**config.mk**
```make
export PLATFORM = sky130hd
export DESIGN_NAME = nibble_serial_add_ctrl
export DESIGN_NICKNAME = d
export VERILOG_FILES = /design/src/rtl/nibble_serial_add_ctrl.sv
export SDC_FILE = /design/constraint.sdc
export NUM_CORES = 1
export LEC_CHECK = 0
export CAP_MARGIN = 20
export CORE_UTILIZATION = 45
export CTS_CLUSTER_DIAMETER = 200
export DETAILED_ROUTE_END_ITERATION = 8
export PLACE_DENSITY = 0.79
export SLEW_MARGIN = 20
export SYNTH_ARGS = -nofsm -noshare
export SYNTH_HDL_FRONTEND = slang
export SYNTH_SLANG_ARGS = --single-unit
```
**constraint.sdc**
```tcl
create_clock -name clk -period 1.6 [get_ports clk]
set_clock_uncertainty 0.15 [all_clocks]
set_input_delay 0.32 -clock clk [delete_from_list [all_inputs] [get_ports clk]]
set_output_delay 0.32 -clock clk [all_outputs]
set_load 0.1 [all_outputs]
```
**src/rtl/nibble_serial_add_ctrl.sv**
```systemverilog
// rtl/nibble_serial_add_ctrl.sv - nibble-serial add/sub sequencer for an external 4-bit ripple adder
module nibble_serial_add_ctrl #(
  parameter int WIDTH = 16
) (
  input  logic             clk,
  input  logic             rst_n,
  input  logic             i_in_valid,
  output logic             o_in_ready,
  input  logic             i_op,
  input  logic [WIDTH-1:0] i_a,
  input  logic [WIDTH-1:0] i_b,
  input  logic             i_cin,
  output logic [3:0]       o_add_a,
  output logic [3:0]       o_add_b,
  output logic             o_add_cin,
  input  logic [3:0]       i_add_s,
  input  logic             i_add_cout,
  output logic             o_out_valid,
  input  logic             i_out_ready,
  output logic [WIDTH-1:0] o_s,
  output logic             o_cout,
  output logic             o_ovf
);

  localparam int NIB = WIDTH / 4;
  localparam int IW  = (NIB > 1) ? $clog2(NIB) : 1;
  localparam logic [IW-1:0] LAST = IW'(NIB - 1);

  typedef enum logic [1:0] {S_IDLE, S_RUN, S_DONE} state_t;

  state_t           r_state;
  logic [IW-1:0]    r_idx;
  logic [WIDTH-1:0] r_a;
  logic [WIDTH-1:0] r_b;
  logic             r_carry;
  logic [WIDTH-1:0] r_sum;
  logic [WIDTH-1:0] r_s;
  logic             r_cout;
  logic             r_ovf;
  logic             r_out_valid;

  logic [WIDTH-1:0] w_a_sh;
  logic [WIDTH-1:0] w_b_sh;
  logic [WIDTH-1:0] w_sum_next;
  logic [IW+1:0]    w_shift;
  logic             w_run;

  assign w_run   = (r_state == S_RUN);
  assign w_shift = {r_idx, 2'b00};
  assign w_a_sh  = r_a >> w_shift;
  assign w_b_sh  = r_b >> w_shift;

  // Merge the adder's nibble into the working sum at the current position.
  assign w_sum_next = (r_sum & ~({{(WIDTH-4){1'b0}}, 4'hF} << w_shift))
                    | ({{(WIDTH-4){1'b0}}, i_add_s} << w_shift);

  assign o_add_a     = w_run ? w_a_sh[3:0] : 4'h0;
  assign o_add_b     = w_run ? w_b_sh[3:0] : 4'h0;
  assign o_add_cin   = w_run ? r_carry : 1'b0;
  assign o_in_ready  = (r_state == S_IDLE) && rst_n;
  assign o_out_valid = r_out_valid;
  assign o_s         = r_s;
  assign o_cout      = r_cout;
  assign o_ovf       = r_ovf;

  always_ff @(posedge clk or negedge rst_n) begin
    if (!rst_n) begin
      r_state     <= S_IDLE;
      r_idx       <= '0;
      r_a         <= '0;
      r_b         <= '0;
      r_carry     <= 1'b0;
      r_sum       <= '0;
      r_s         <= '0;
      r_cout      <= 1'b0;
      r_ovf       <= 1'b0;
      r_out_valid <= 1'b0;
    end else begin
      case (r_state)
        S_IDLE: begin
          if (i_in_valid) begin
            // Subtraction is A + ~B + ~borrow, so B and the carry are inverted once at capture.
            r_a     <= i_a;
            r_b     <= i_op ? ~i_b : i_b;
            r_carry <= i_cin ^ i_op;
            r_idx   <= '0;
            r_sum   <= '0;
            r_state <= S_RUN;
          end
        end
        S_RUN: begin
          r_sum   <= w_sum_next;
          r_carry <= i_add_cout;
          if (r_idx == LAST) begin
            r_idx       <= '0;
            r_s         <= w_sum_next;
            r_cout      <= i_add_cout;
            r_ovf       <= (r_a[WIDTH-1] == r_b[WIDTH-1]) && (i_add_s[3] != r_a[WIDTH-1]);
            r_out_valid <= 1'b1;
            r_state     <= S_DONE;
          end else begin
            r_idx <= r_idx + 1'b1;
          end
        end
        S_DONE: begin
          if (i_out_ready) begin
            r_out_valid <= 1'b0;
            r_state     <= S_IDLE;
          end
        end
        default: begin
          r_out_valid <= 1'b0;
          r_state     <= S_IDLE;
        end
      endcase
    end
  end

endmodule

```
== Word-level counts from Yosys, hierarchy flattened ==
Cells that the tools add are included.

* Flip-flop bits (word level): 72
* Output and inout bits: 29

* Shift operators: 4
* $add $sub $neg: 1
* Bitwise gates (word level): 6
* Equal/unequal tests: 8
* Reduce and logical (&&, ||, !) cells: 9
* Muxes and demuxes: 18

{| class="wikitable"
|+ Operator list
! kind !! count
|-
| $mux W16 || 2
|-
| $not A16 Y16 || 2
|-
| $pmux W16 S2 || 1
|-
| $shr A16 B4 Y4 || 2
|-
| $and A16 B16 Y16 || 1
|-
| $or A16 B16 Y16 || 1
|-
| $shl A4 B4 Y16 || 1
|-
| $shl A4 B4 Y16 const A || 1
|-
| $mux W2 || 5
|-
| $mux W4 || 2
|-
| $pmux W2 S3 || 1
|-
| $reduce_and A2 Y1 || 3
|-
| $reduce_and A3 Y1 || 2
|-
| $eq A2 B2 Y1 const B || 2
|-
| $mux W1 || 4
|-
| $ne A2 B2 Y1 const B || 2
|-
| $pmux W2 S2 || 1
|-
| $pmux W1 S3 || 1
|-
| $add A2 B1 Y2 const B || 1
|-
| $eq A2 B1 Y1 const B || 1
|-
| $logic_and A1 B1 Y1 || 2
|-
| $logic_not A2 Y1 || 1
|-
| $ne A2 B1 Y1 const B || 1
|-
| $pmux W1 S2 || 1
|-
| other kinds (5) || 5
|}

== Logic depth before layout (Yosys ltp) ==
Gate-level depths: netlist of run 1.

* Depth after elaboration: 5
* Mapped depth: 6

== Worst setup path before layout of run 1 ==
Ideal clock, no wire load.

* Path kind: flip-flop to output port
* From: reg r_state[0]
* To: out o_in_ready
* Stages on the path, launching flop included: 3
* Setup slack: -1.670 ns
* Arrival: 2.800 ns
* Cells stage by stage: dfrtp_1 buf_4 nor3b_1

* Word-level cells in the longest chain between the ends: 2

{| class="wikitable"
|+ Ends and longest elaborated chain
! element !! RTL line !! source
|-
| start: declaration || 31 || <nowiki>state_t r_state;</nowiki>
|-
| start signal: assignment || 68 || <nowiki>r_state <= S_IDLE;</nowiki>
|-
| start signal: assignment || 88 || <nowiki>r_state <= S_RUN;</nowiki>
|-
| start signal: assignment || 100 || <nowiki>r_state <= S_DONE;</nowiki>
|-
| $logic_not A2 Y1 || 60 || <nowiki>assign o_in_ready = (r_state == S_IDLE) && rst_n;</nowiki>
|-
| $logic_and A1 B1 Y1 || 60 ||
|-
| end: declaration || 8 || <nowiki>output logic o_in_ready,</nowiki>
|}

No other way between the ends.

== Final worst setup path of run 1 ==
* From: reg r_idx[0]
* To: out o_add_a[1]

* Word-level cells in the longest chain between the ends: 2

{| class="wikitable"
|+ Ends and longest elaborated chain
! element !! RTL line !! source
|-
| start: declaration || 32 || <nowiki>logic [IW-1:0] r_idx;</nowiki>
|-
| start signal: assignment || 102 || <nowiki>r_idx <= r_idx + 1'b1;</nowiki>
|-
| $shr A16 B4 Y4 || 50 || <nowiki>assign w_a_sh = r_a >> w_shift;</nowiki>
|-
| $mux W4 || 57 || <nowiki>assign o_add_a = w_run ? w_a_sh[3:0] : 4'h0;</nowiki>
|-
| end: declaration || 13 || <nowiki>output logic [3:0] o_add_a,</nowiki>
|}

No other way between the ends.

==> results of run 1 <==
-- cell usage in the layout, fill, tap and decap left out, drive strengths merged, types with 14 or more instances in the layout --
cell,instances
mux2,17
dfrtp,68
xnor2,16
a21oi,30
nor2b,14
clkbuf,17
buf,71
o21ai,20
nand2,24
nor2,20
clkdlybuf4s50,41
-- metal layers --
layer / part of all wire (%) / routed length, µm / vias to the layer above / GRT usage [%]
met4: 2.0 / 167 / 0 / 9.242
met1: 41 / 3445 / 1305 / 28.57
met2: 52 / 4395 / 97 / 37.87
li1: - / - / 1217 / -
met5: 0 / 0 / - / 0
met3: 4.3 / 363 / 19 / 5.498
-- flip-flops by register name (all words and copies together), names as in the netlist --
| register | cells |
|---|---|
| o_cout | 1 |
| o_out_valid | 1 |
| o_ovf | 1 |
| o_s | 16 |
| r_a | 16 |
| r_b | 16 |
| r_carry | 1 |
| r_idx | 2 |
| r_state | 2 |
| r_sum | 12 |
-- critical path: stages, from the launching register on --
cell and delay, ns:
dfrtp_1 0.40, buf_12 0.15, mux4_2 0.50, and2_4 0.18
buf_12 0.16
-- final timing paths --
check | slack, ns | cells after the start | to
worst max register to register | -0.33 | 5 | r_a[0]$_DFFE_PN0P_
min in group asynchronous | 0.47 | 3 | o_s[12]$_DFFE_PN0P_
worst max-delay path | -0.61 | 4 | o_add_a[1]
worst min register to register | 0.35 | 1 | r_sum[4]$_DFFE_PN0P_
max in group asynchronous | 0.52 | 3 | o_s[1]$_DFFE_PN0P_
worst min-delay path | 0.35 | 1 | r_sum[4]$_DFFE_PN0P_
-- timing repair --
action                                  4_1_cts  5_1_grt
pin swaps                                     6        1
endpoints found under the setup margin       70       74
buffers inserted                              8        6
cloned                                        3        5
hold buffers                                  1        0
resized for setup                            42       48
hold endpoints to repair                     68        0
-- cell type report --
class | count | share of cell area, %
Multi-Input combinational cell | 197 | 31.22
Clock buffer | 12 | 2.759
Inverter | 2 | 0.2616
Tap cell | 96 | 2.283
Sequential cell | 68 | 32.34
Clock inverter | 4 | 0.9275
Timing Repair Buffer | 118 | 30.20
-- per-stage QoR --
| stage | hold slack, ns | utilization, % | setup slack [ns] |
|---|---|---|---|
| 3_3_place_gp | 0.2870 | 66.43 | -0.2384 |
| 2_1_floorplan | -0.1256 | - | -0.2700 |
| 3_5_place_dp | 0.2884 | 66.43 | -0.2826 |
| 4_1_cts | 0.3465 | 72.66 | -0.6051 |
| 6_report | 0.3500 | 76.59 | -0.6115 |
| 5_1_grt | 0.3606 | 76.59 | -0.6849 |
-- cell families after synthesis --
kind of cell,after synthesis,synth area share (%)
AND/OR/NAND/NOR,82,13.28
AO/OA/AOI/OAI,69,12.66
flip-flops,68,52.51
multiplexers,25,11.47
buffers and inverters,23,3.938
XOR/XNOR,17,4.595
adder cells (fa/ha/maj),4,1.544
==> run_results.csv, run 1 <==
group,metric,value,unit
sta,fin_crit_sh,138.2,%
route,ant_nets,0,
sta,fin_ws,-0.6115,ns
die,die_y,86.86,µm
die,rows,30,
sta,finalSetupViolations,69,
yosys,synth_top_area_share,52.51,%
yosys,syn_area_per_cell,11.25,µm²
setup_path,critical_path_class,"flop to output port",
finish,fin_cells,497,
route,vias,2638,
yosys,synthCells,288,
route,drt_first_iter_violations,90,
yosys,synth_edf_count,0,
sta,finalMaxSlewViolations,0,
sta,worst_pin_slew,0.4270,ns
setup_path,critPathMaxFanout,7,
clock_tree,clock-sinks,68,
setup_path,endpoint_kind,"output port",
clock_tree,clock-root-buffer,"clkbuf_8",
setup_path,worstSetupStartpointType,"flop",
sta,fmax,452.2,MHz
finish,postLayoutCellArea,0.005261,mm²
place,port_buffers,71,
yosys,netlist_area,0.003241,mm²
die,initial_utilization,47.18,%
finish,regArea,0.001702,mm²
yosys,synth_warnings,0,
clock_tree,htreeDepth,3,
sta,rsz0062_at_grt,"true",
place,dpl.cell_count,463,
sta,relSlewSlack,71.50,%
setup_path,cp_data_required_time,1.13,ns
place,dpl_cell_area,0.004563,mm²
die,core_area,0.006869,mm²
route,post-route-drc-count,0,
clock_tree,clockBufferDepth,2,
yosys,synth_common_cells,"68 x dfrtp_1, 30 x a21oi_1, 24 x nand2_1, 20 x nor2_1, 20 x o21ai_0",
clock_tree,clk_latency,0.35,ns
yosys,synth_most_common_cell,"dfrtp_1",
finish,area_growth,62.36,%
die,dieArea,0.007545,mm²
clock_tree,clk_pin_slew_worst_paths,0.07,ns
global_routing,grt_usage,22.74,%
sta,hold_viol,0,
finish,n_antenna_cell,0,
global_routing,globalRouteOverflowTotal,0,
global_routing,grt_max_degree,69,
finish,multi_input_area,0.001643,mm²
finish,layout-drive-gt1-share,38.65,%
finish,nNetsFinal,443,
hold_path,hp-start,"r_sum[4]$_DFFE_PN0P_",
job,cap_violations,0,
global_routing,grt_pass1_wl,12760,µm
setup_path,startpoint,"r_idx[0]$_DFFE_PN0P_",
yosys,synthTopCellsByArea,"dfrtp_1 53%, mux2_2 5.9%, mux4_2 5.6%",
clock_tree,numCtsBuffers,9,
route,firstDrtPassIters,4,
die,die_x,86.86,µm
yosys,synth_nets,335,
outcome,outcome,"finished with violations",
hold_path,min_path_type,"flop to flop",
place,place_congestion,0.7663,
yosys,async_reset_ff_share,100.0,%
route,routedWlPerCell,16.85,µm
finish,fillers,423,
yosys,synthFlopType,"dfrtp_1",
route,wl,8372,µm
place,dpl.hpwl,5161,µm
route,vias_per_cell,5.308,
clock_tree,cts_tree,"done",
setup_path,arrival,1.74,ns
sta,fin_crit,2.212,ns
yosys,yosys.cell_types.count,31,
yosys,yosys.area.top_type,"dfrtp_1",
yosys,yosysSeqAreaShare,52.51,%
yosys,ys_ff_latch,68,
die,io_pins,72,
global_routing,antenna_found_initial,0,
sta,setup_tns,-15.65,ns
setup_path,rr_startpoint,"r_state[1]$_DFFE_PN0P_",
outcome,failed_checks,"negative setup slack",
global_routing,grt_pass1_vias,2626,
Power of run 1 is not shown: default switching activity piles up to over one toggle a cycle in this logic, so the estimate is an artifact.
==> inputs of run 2 (changes only) <==
Settings changed: HOLD_SLACK_MARGIN set to 0.05.
==> results of run 2 <==
Final layout, timing and power as in run 1 (identical DEF).
Power of run 2 is left out for the same reason.
